File: config.mk
export PLATFORM = sky130hd
export DESIGN_NAME = battleship_game
export DESIGN_NICKNAME = d
export VERILOG_FILES = /design/src/rtl/battleship_game.sv
export SDC_FILE = /design/constraint.sdc
export NUM_CORES = 2
export LEC_CHECK = 0
export ABC_AREA = 1
export CORE_ASPECT_RATIO = 1.25
export CORE_MARGIN = 2
export CORE_UTILIZATION = 45
export DETAILED_ROUTE_END_ITERATION = 8
export MAX_ROUTING_LAYER = met4
export PLACE_DENSITY = 0.67
export SKIP_LAST_GASP = 1
export SYNTH_ARGS = -nofsm -noshare
export SYNTH_HDL_FRONTEND = slang
export SYNTH_SLANG_ARGS = --single-unit
export TNS_END_PERCENT = 100
File: constraint.sdc
create_clock -name clock -period 9.2 [get_ports clock]
set_input_delay 1.84 -clock clock [delete_from_list [all_inputs] [get_ports clock]]
set_output_delay 1.84 -clock clock [all_outputs]
set_load 0.03 [all_outputs]
File: src/rtl/battleship_game.sv
// battleship_game
// Single-player battleship referee. Ships are loaded cell by cell in LOAD,
// shots are scored in PLAY with a registered one-cycle result strobe, and the
// game parks in OVER once every placed ship has been sunk.
//
// Ports:
//   clock, reset           rising-edge clock, synchronous active-high reset
//   LoadValid/LoadShip/LoadX/LoadY   write one ship cell (LOAD only)
//   Start                  end placement, enter PLAY if anything was placed
//   NewGame                clear board/counters and return to LOAD
//   ShotValid/ShotReady/X/Y          shot handshake and coordinates
//   ResultValid            one-cycle strobe, one cycle after an accepted shot
//   Hit/NearMiss/Miss/Repeat/Invalid one-hot result class
//   Sunk/SunkShip          this shot sank ship SunkShip
//   SunkMask               sticky per-ship sunk flags
//   NumHits/ShotsTaken     hit count, scored-shot count (saturating)
//   GameOver               high while in OVER
//   SomethingIsWrong       sticky placement error (cleared only by reset)
module battleship_game #(
    parameter int GRID      = 10,
    parameter int NUM_SHIPS = 5,
    localparam int SID_W    = (NUM_SHIPS > 1) ? $clog2(NUM_SHIPS) : 1,
    localparam int CW       = $clog2(GRID),
    localparam int HW       = $clog2(GRID*GRID+1)
) (
    input  logic                 clock,
    input  logic                 reset,
    input  logic                 LoadValid,
    input  logic [SID_W-1:0]     LoadShip,
    input  logic [CW-1:0]        LoadX,
    input  logic [CW-1:0]        LoadY,
    input  logic                 Start,
    input  logic                 NewGame,
    input  logic                 ShotValid,
    output logic                 ShotReady,
    input  logic [CW-1:0]        X,
    input  logic [CW-1:0]        Y,
    output logic                 ResultValid,
    output logic                 Hit,
    output logic                 NearMiss,
    output logic                 Miss,
    output logic                 Repeat,
    output logic                 Invalid,
    output logic                 Sunk,
    output logic [SID_W-1:0]     SunkShip,
    output logic [NUM_SHIPS-1:0] SunkMask,
    output logic [HW-1:0]        NumHits,
    output logic [HW-1:0]        ShotsTaken,
    output logic                 GameOver,
    output logic                 SomethingIsWrong
);

    localparam int NCELL = GRID*GRID;
    localparam int IW    = $clog2(NCELL);

    localparam logic [1:0] S_LOAD = 2'd0;
    localparam logic [1:0] S_PLAY = 2'd1;
    localparam logic [1:0] S_OVER = 2'd2;

    logic [1:0]           r_state;
    logic [NCELL-1:0]     r_occ;
    logic [NCELL-1:0]     r_shot;
    logic [SID_W-1:0]     r_sid  [NCELL];
    logic [HW-1:0]        r_len  [NUM_SHIPS];
    logic [HW-1:0]        r_hcnt [NUM_SHIPS];
    logic [NUM_SHIPS-1:0] r_sunk_mask;
    logic [HW-1:0]        r_num_hits;
    logic [HW-1:0]        r_shots;
    logic                 r_err;

    logic                 r_rvalid, r_hit, r_near, r_miss, r_rep, r_inv, r_sunk;
    logic [SID_W-1:0]     r_sunk_id;

    // ---------------- load decode ----------------
    logic          w_load_inr, w_load_sid_ok, w_load_cell_free;
    logic          w_load_legal, w_load_bad;
    logic [IW-1:0] w_load_idx;

    assign w_load_inr       = (int'(LoadX) < GRID) && (int'(LoadY) < GRID);
    assign w_load_sid_ok    = int'(LoadShip) < NUM_SHIPS;
    assign w_load_idx       = IW'(LoadY) * IW'(GRID) + IW'(LoadX);
    assign w_load_cell_free = w_load_inr && !r_occ[w_load_idx];
    assign w_load_legal     = LoadValid && (r_state == S_LOAD) && w_load_sid_ok && w_load_cell_free;
    assign w_load_bad       = LoadValid && (r_state == S_LOAD) && !(w_load_sid_ok && w_load_cell_free);

    // ---------------- shot decode ----------------
    logic          w_accept, w_shot_inr, w_nbr_occ;
    logic          w_c_inv, w_c_rep, w_c_hit, w_c_near, w_c_miss, w_scored;
    logic          w_x_lo, w_x_hi, w_y_lo, w_y_hi;
    logic [IW-1:0] w_shot_idx;
    logic [SID_W-1:0] w_hit_sid;
    logic          w_sinks, w_all_sunk;
    logic [NUM_SHIPS-1:0] w_new_mask;

    assign ShotReady  = (r_state == S_PLAY) && !NewGame;
    assign w_accept   = ShotValid && ShotReady;

    assign w_shot_inr = (int'(X) < GRID) && (int'(Y) < GRID);
    assign w_shot_idx = IW'(Y) * IW'(GRID) + IW'(X);

    // Edge guards keep neighbour lookups inside the grid; without them the
    // linear index would wrap from one row end into the next row.
    assign w_x_lo = (X != '0);
    assign w_x_hi = (int'(X) + 1) < GRID;
    assign w_y_lo = (Y != '0);
    assign w_y_hi = (int'(Y) + 1) < GRID;
    assign w_nbr_occ = (w_x_lo && r_occ[w_shot_idx - IW'(1)])
                    || (w_x_hi && r_occ[w_shot_idx + IW'(1)])
                    || (w_y_lo && r_occ[w_shot_idx - IW'(GRID)])
                    || (w_y_hi && r_occ[w_shot_idx + IW'(GRID)]);

    assign w_c_inv  = !w_shot_inr;
    assign w_c_rep  = w_shot_inr && r_shot[w_shot_idx];
    assign w_c_hit  = w_shot_inr && !r_shot[w_shot_idx] && r_occ[w_shot_idx];
    assign w_c_near = w_shot_inr && !r_shot[w_shot_idx] && !r_occ[w_shot_idx] && w_nbr_occ;
    assign w_c_miss = w_shot_inr && !r_shot[w_shot_idx] && !r_occ[w_shot_idx] && !w_nbr_occ;
    assign w_scored = w_c_hit || w_c_near || w_c_miss;

    assign w_hit_sid  = r_sid[w_shot_idx];
    assign w_sinks    = w_c_hit && ((r_hcnt[w_hit_sid] + HW'(1)) == r_len[w_hit_sid]);
    assign w_new_mask = r_sunk_mask | (w_sinks ? (NUM_SHIPS'(1) << w_hit_sid) : '0);

    // Only ships that were actually placed need to be sunk to end the game.
    always_comb begin
        w_all_sunk = 1'b1;
        for (int s = 0; s < NUM_SHIPS; s++) begin
            if ((r_len[s] != '0) && !w_new_mask[s]) w_all_sunk = 1'b0;
        end
    end

    // ---------------- board / FSM ----------------
    always_ff @(posedge clock) begin
        if (reset || NewGame) begin
            r_state     <= S_LOAD;
            r_occ       <= '0;
            r_shot      <= '0;
            r_sunk_mask <= '0;
            r_num_hits  <= '0;
            r_shots     <= '0;
            for (int i = 0; i < NCELL; i++)     r_sid[i]  <= '0;
            for (int s = 0; s < NUM_SHIPS; s++) begin
                r_len[s]  <= '0;
                r_hcnt[s] <= '0;
            end
            // NewGame keeps the sticky error; only reset clears it.
            if (reset) r_err <= 1'b0;
        end else begin
            case (r_state)
                S_LOAD: begin
                    if (w_load_legal) begin
                        r_occ[w_load_idx]   <= 1'b1;
                        r_sid[w_load_idx]   <= LoadShip;
                        r_len[LoadShip]     <= r_len[LoadShip] + HW'(1);
                    end
                    if (w_load_bad) r_err <= 1'b1;
                    // A same-cycle legal load counts toward "board not empty".
                    if (Start) begin
                        if ((|r_occ) || w_load_legal) r_state <= S_PLAY;
                        else                          r_err   <= 1'b1;
                    end
                end
                S_PLAY: begin
                    if (w_accept && w_scored) begin
                        r_shot[w_shot_idx] <= 1'b1;
                        if (r_shots != '1) r_shots <= r_shots + HW'(1);
                        if (w_c_hit) begin
                            r_num_hits         <= r_num_hits + HW'(1);
                            r_hcnt[w_hit_sid]  <= r_hcnt[w_hit_sid] + HW'(1);
                            r_sunk_mask        <= w_new_mask;
                            if (w_sinks && w_all_sunk) r_state <= S_OVER;
                        end
                    end
                end
                default: ;
            endcase
        end
    end

    // ---------------- result strobe ----------------
    // Every result field is rewritten each cycle, so they read as zero
    // whenever no shot was accepted on the previous edge.
    always_ff @(posedge clock) begin
        if (reset) begin
            r_rvalid  <= 1'b0;
            r_hit     <= 1'b0;
            r_near    <= 1'b0;
            r_miss    <= 1'b0;
            r_rep     <= 1'b0;
            r_inv     <= 1'b0;
            r_sunk    <= 1'b0;
            r_sunk_id <= '0;
        end else begin
            r_rvalid  <= w_accept;
            r_hit     <= w_accept && w_c_hit;
            r_near    <= w_accept && w_c_near;
            r_miss    <= w_accept && w_c_miss;
            r_rep     <= w_accept && w_c_rep;
            r_inv     <= w_accept && w_c_inv;
            r_sunk    <= w_accept && w_sinks;
            r_sunk_id <= (w_accept && w_sinks) ? w_hit_sid : '0;
        end
    end

    assign ResultValid      = r_rvalid;
    assign Hit              = r_hit;
    assign NearMiss         = r_near;
    assign Miss             = r_miss;
    assign Repeat           = r_rep;
    assign Invalid          = r_inv;
    assign Sunk             = r_sunk;
    assign SunkShip         = r_sunk_id;
    assign SunkMask         = r_sunk_mask;
    assign NumHits          = r_num_hits;
    assign ShotsTaken       = r_shots;
    assign GameOver         = (r_state == S_OVER);
    assign SomethingIsWrong = r_err;

endmodule

# Word level (Yosys, flattened, before mapping)
# Memories as Yosys holds them, arrays and structs flattened.
# Index checks and enable logic that the tools add are counted.
# classes
n_addsub	12
n_mul	2
order_cmp	15
n_eq_ne	10
shift	1
n_mux	56
bitwise	4
reduce_logical	76
# ops
cell	n
bitwise OR 100 bit	2
OR reduction 100 bit	1
binary-select mux 1 bit (select 7 bit)	7
less-than comparator 7 x 8 -> 1 bit (second input constant)	6
logical AND 1 bit	36
adder 7 x 1 -> 7 bit (second input constant)	5
nonzero test 7 bit	5
2-to-1 mux 1 bit	34
2-to-1 mux 7 bit	3
less-than comparator 4 bit (second input constant)	4
adder 7 x 4 -> 7 bit	2
demux 1 bit (select 7 bit)	2
>= comparator 7 x 1 -> 1 bit (second input constant)	2
OR reduction 7 bit	2
logical NOT 1 bit	12
multiplier 4 x 3 -> 6 bit (second input constant)	2
adder 4 x 1 -> 5 bit (second input constant)	2
less-than comparator 5 x 4 -> 1 bit (second input constant)	2
2-to-1 mux 2 bit	5
2-to-1 mux 3 bit	3
nonzero test 4 bit	2
adder 7 x 4 -> 7 bit (second input constant)	1
equality test 7 bit	1
logical OR 1 bit	7
other kinds (20)	28
# word_totals
ff_bits	232
ramBits	370
word_cells	194
n_memories	3
# memory_table
memory	words	word_bits	read_ports	rd_ports_with_merged_regs	wr	line	source
r_sid	100	3	1	0	100	63	logic [SID_W-1:0] r_sid [NCELL];
r_hcnt	5	7	1	0	5	65	logic [HW-1:0] r_hcnt [NUM_SHIPS];
r_len	5	7	7	0	5	64	logic [HW-1:0] r_len [NUM_SHIPS];

# Longest topological paths before layout
# logic_depth
word_depth	22
ltp_mapped	37

# Least setup slack after synthesis
# No wires, ideal clock.
# synth_path
path_type	input-to-reg
startpoint	input port X[1]
endpoint	register r_near, in the netlist NearMiss
setup_ns	0.112
arrival_ns	6.015
t_required_ns	9.088
path_slack_ns	3.073
path_stages	23
path_buffers	10
cell_sequence	ha_1 buf_2 inv_2 buf_6 buf_6 buf_6 buf_2 buf_2 clkbuf_1 clkbuf_1 buf_1 ha_1 xnor2_1 clkinv_1 clkbuf_1 a21oi_1 a221oi_1 o311ai_0 o311ai_0 o311ai_0 o211ai_1 nor2_1 nor2_1
# synth_via
elab_chain_len	10
word_cells_on_any_way	35
# synth_lines
element	line	source
start, declared	36	input logic [CW-1:0] X,
adder 7 x 4 -> 7 bit	99	assign w_shot_idx = IW'(Y) * IW'(GRID) + IW'(X);
subtractor 7 x 1 -> 7 bit or adder 7 x 1 -> 7 bit (tied branches)	107, 108	
binary-select mux 1 bit (select 7 bit), on equally long branches	107, 108	
2-to-1 mux 1 bit, on equally long branches	107, 108	
logical AND 1 bit, on equally long branches	107, 108	
logical OR 1 bit	108	|| (w_x_hi && r_occ[w_shot_idx + IW'(1)])
logical OR 1 bit	109	|| (w_y_lo && r_occ[w_shot_idx - IW'(GRID)])
logical OR 1 bit	110	|| (w_y_hi && r_occ[w_shot_idx + IW'(GRID)]);
logical AND 1 bit *	115	assign w_c_near = w_shot_inr && !r_shot[w_shot_idx] && !r_occ[w_shot_idx] && w_nbr_occ;
logical AND 1 bit *	195	r_near <= w_accept && w_c_near;
end signal, assigned	195	
end, declared	71	logic r_rvalid, r_hit, r_near, r_miss, r_rep, r_inv, r_sunk;
# Every way passes the cells marked *; elsewhere a longest branch is shown, timed or not. The select of a mux whose other input is x is not followed.
# A chain may end at the register's enable or synchronous reset.

# Worst setup path after layout
# layout_path
startpoint	input port Y[0]
endpoint	register r_state[0]
# layout_via
elab_chain_len	20
word_cells_on_any_way	70
# layout_lines
element	line	source
start, declared	37	input logic [CW-1:0] Y,
branches (longest 19 deep; another with adder 7 x 4 -> 7 bit)	--	
AND reduction 6 bit (no source line) *	--	
end signal, assigned	134	r_state <= S_LOAD;
end signal, assigned	158	if ((|r_occ) || w_load_legal) r_state <= S_PLAY;
end signal, assigned	170	if (w_sinks && w_all_sunk) r_state <= S_OVER;
end, declared	60	logic [1:0] r_state;
# Every way passes the cells marked *. The select of a mux whose other input is x is not followed.

==> results_dict.tcl <==
set metrics [dict create \
    hold_path.class "reg2reg" \
    clk_pin_slew_ns 0.07 \
    drv_cap 0 \
    whs_endpoint "r_shot[44]" \
    timing.final.crit_share 0.849 \
    syn_inst 4583 \
    root_buffer "clkbuf_16" \
    reg2reg_depth 30 \
    drtPass1Iterations 6 \
    grt_overflow 0 \
    min-delay-start "r_shot[44]" \
    sequentialPowerShare 0.406 \
    r2r_end "r_state[0]" \
    ys_top_cells_by_area "edfxtp_1, nand2_1, dfxtp_1" \
    cts_num_sinks 728 \
    critPathCaptureType "flop" \
    synth-edff-count 497 \
    async_flop_share 0 \
    hpwl_um 81600 \
    yosys_warnings 0 \
    peakVddDrop_uv 174 \
    drc_errors 0 \
    ctsResizeCount 0 \
    syn_area_mm2 0.0370 \
    worst-endpoint-required_ns 9.78 \
    cp.buffers_inverters 5 \
    p_sw_mw 3.01 \
    synth_cell_types 60 \
    cts_tree "built" \
    worst_path_max_delay_cell "nor2_4" \
    wl_per_cell_um 20.9 \
    switching_share 0.336 \
    crit_path_start "Y[0]" \
    setup_viol 0 \
    cp-start-kind "primary input" \
    rsz0062_at_grt "false" \
    initial_core_util 0.454 \
    critical_path_class "in2reg" \
    tightest_slew_ns 1.23 \
    synthToLayoutAreaGrowth_pct 10.6 \
    postRouteAntennaNets 0 \
    hold_violations 0 \
    grt_max_degree 164 \
    antenna_found_initial 1 \
    slew_headroom 0.174 \
    grt_pass1_vias 30944 \
    cts_buffers 73 \
    crit_arrival_ns 8.40 \
    ys_ff_latch 728 \
    die_w_um 261 \
    reg2reg_slack_ns 4.25 \
    core_area_mm2 0.0815 \
    cts-hold-fix-buffers 0 \
    routed-via-count 32503 \
    tns_ns 0 \
    cp_max_fo 32 \
    slowest_delay_ns 0.95 \
    power.density_mw_per_mm2 219 \
    post_cts_buffers 0 \
    gp_congestion 1.03 \
    wl_um 119000 \
    syn_avg_cell_area_um2 8.08 \
    die-area_mm2 0.0846 \
    p_comb_frac 0.247 \
    drt-initial-drc-count 3555 \
    portBuffers 56 \
    critical-path-top-delay-family "simple AND/OR/NAND/NOR gates" \
    drive_above_1_share 0.0533 \
    ys_seq_area_frac 0.528 \
    drv_slew 0 \
    die_h_um 325 \
    htree_levels 3 \
    clock_latency_ns 0.67 \
    diodes 0 \
    io_pins 57 \
    path_common_cell "nand2_1" \
    fmax_ghz 0.128 \
    grtUsageTotal 0.286 \
    p_leak_nw 15.4 \
    nets 4614 \
    yosysTopAreaCell "edfxtp_1" \
    nFillCells 7782 \
    hold_depth 2 \
    avgViaCountPerCell 5.72 \
    r2r_start "r_sid[28][0]" \
    row_count 117 \
    status "finished clean" \
    skew_ns 0.0392 \
    intPower_mw 5.96 \
    clockBufferDepth 3 \
    power_mw 8.97 \
    yosysTopAreaCellShare 0.403 \
    power_frac_clock 0.346 \
    finalCriticalPeriod_ns 7.81 \
    ys.flop_type "edfxtp_1" \
    grt_pass1_wl_um 181000 \
]
worst max-delay path by stage:
stage / cells after the start / endpoint / slack (ns)
2_1_floorplan: 23 / NearMiss / 3.07
3_3_place_gp: 35 / r_state[0] / 0.92
3_5_place_dp: 35 / r_state[0] / 0.85
4_1_cts: 35 / r_state[0] / 1.53
5_1_grt: 34 / r_state[0] / 0.84
6_report: 35 / r_state[0] / 1.39
worst reg2reg max path: cells and delay by family (launching register included):
family                   cells  cell delay [ns]
flip-flops                   1             0.34
AND/OR/NAND/NOR             24             3.46
adder cells (fa/ha/maj)      1             0.38
buffers and inverters        2             0.19
AO/OA/AOI/OAI                3             0.53
stage by stage:
| step | cell area (um^2) | util | setup slack, ns | hold WS [ns] | instances |
|---|---|---|---|---|---|
| 2_1_floorplan | 37100 | - | 3.07 | 0.427 | 4603 |
| 3_3_place_gp | 38500 | 0.472 | 0.918 | 0.433 | 5552 |
| 3_5_place_dp | 38500 | 0.472 | 0.850 | 0.437 | 5552 |
| 4_1_cts | 40900 | 0.502 | 1.53 | 0.446 | 5685 |
| 5_1_grt | 40900 | 0.502 | 0.840 | 0.464 | 5685 |
| 6_report | 40900 | 0.502 | 1.39 | 0.446 | 5685 |
cell usage after synthesis (6+ instances only):
master,instances
a21oi_1,273
a221oi_1,19
a22o_1,10
a22oi_1,21
a31oi_1,13
a32o_1,17
buf_1,10
buf_2,80
buf_4,17
buf_6,13
clkbuf_1,136
clkinv_1,6
dfxtp_1,231
edfxtp_1,497
ha_1,29
inv_1,369
inv_2,10
nand2_1,1271
nand2_2,7
nand3_1,263
nand4_1,35
nor2_1,616
nor2_2,7
nor3_1,47
nor4_1,32
o211ai_1,10
o21ai_0,355
o21ai_1,35
o221ai_1,8
o22ai_1,52
xnor2_1,7
xor2_1,16
kinds of logic (layout without fill, tap and decap cells):
| family | Yosys count | count (layout) | synth area share |
|---|---|---|---|
| simple gates | 2301 | 2301 | 0.252 |
| compound gates | 853 | 853 | 0.129 |
| flops | 728 | 728 | 0.528 |
| buf+inv | 642 | 653 | 0.0722 |
| fa+ha+maj | 33 | 33 | 0.0120 |
| xor+xnor | 24 | 24 | 0.00618 |
| other cells | 1 | 21 | 0.000101 |
| mux | 1 | 1 | 0.000304 |
state kept, by name, indices dropped and copies added (netlist names):
register,flops
r_sid,384
r_shot,100
Repeat,1
r_hcnt,56
ShotsTaken,7
Invalid,1
Miss,1
Sunk,1
NumHits,7
SunkShip,3
r_occ,100
Hit,1
SomethingIsWrong,1
NearMiss,1
r_state,2
ResultValid,1
r_len,56
SunkMask,5
layer usage:
layer	part of all wire	wire, um	GRT usage	up-vias
li1	-	-	-	15292
met1	0.39	46700	0.352	15393
met2	0.48	57300	0.463	1489
met3	0.077	9090	0.0385	329
met4	0.049	5820	0.138	0
met5	0	0	-	-
power by group through the flow:
stage                     Sequential, mW  Clock [mW]  Combinational, mW
after global routing                3.65        3.25               2.41
after global placement              3.72           0               2.16
after floorplan                     3.70           0               1.49
after CTS                           3.65        3.13               2.17
final                               3.65        3.11               2.22
after detailed placement            3.72           0               2.16
layout by cell type (no fill, tap or decap), types with 8 or more instances in the layout:
| cell type | synthesis | layout |
|---|---|---|
| clkinv_1 | 6 | 10 |
| buf_4 | 17 | 75 |
| clkbuf_1 | 136 | 14 |
| a22oi_1 | 21 | 21 |
| o22ai_1 | 52 | 52 |
| clkinv_2 | 0 | 16 |
| o21ai_0 | 355 | 355 |
| nand3_1 | 263 | 263 |
| nor2_1 | 616 | 615 |
| xor2_1 | 16 | 16 |
| nor4_1 | 32 | 32 |
| edfxtp_1 | 497 | 497 |
| o211ai_1 | 10 | 10 |
| a32o_1 | 17 | 17 |
| conb_1 | 1 | 21 |
| a21oi_1 | 273 | 273 |
| ha_1 | 29 | 28 |
| inv_2 | 10 | 9 |
| a22o_1 | 10 | 10 |
| inv_1 | 369 | 365 |
| a221oi_1 | 19 | 19 |
| nor3_1 | 47 | 43 |
| o21ai_1 | 35 | 35 |
| nand4_1 | 35 | 35 |
| nor2_4 | 5 | 8 |
| clkbuf_16 | 0 | 76 |
| o221ai_1 | 8 | 8 |
| clkdlybuf4s50_1 | 0 | 55 |
| dfxtp_1 | 231 | 231 |
| a31oi_1 | 13 | 13 |
| nand2_1 | 1271 | 1271 |
| inv_6 | 0 | 10 |
area by class of cell:
cell class                 count  area [um^2]  share of cell area
clock buffer                  99         2060              0.0504
clock inverter                34          400             0.00978
inverter                     386         1470              0.0358
multi-input combinational   3233        14900               0.365
sequential                   728        19500               0.478
tap                         1071         1340              0.0327
timing repair buffer         134         1190              0.0290
No activity file was read; power rests on OpenSTA's default activity.
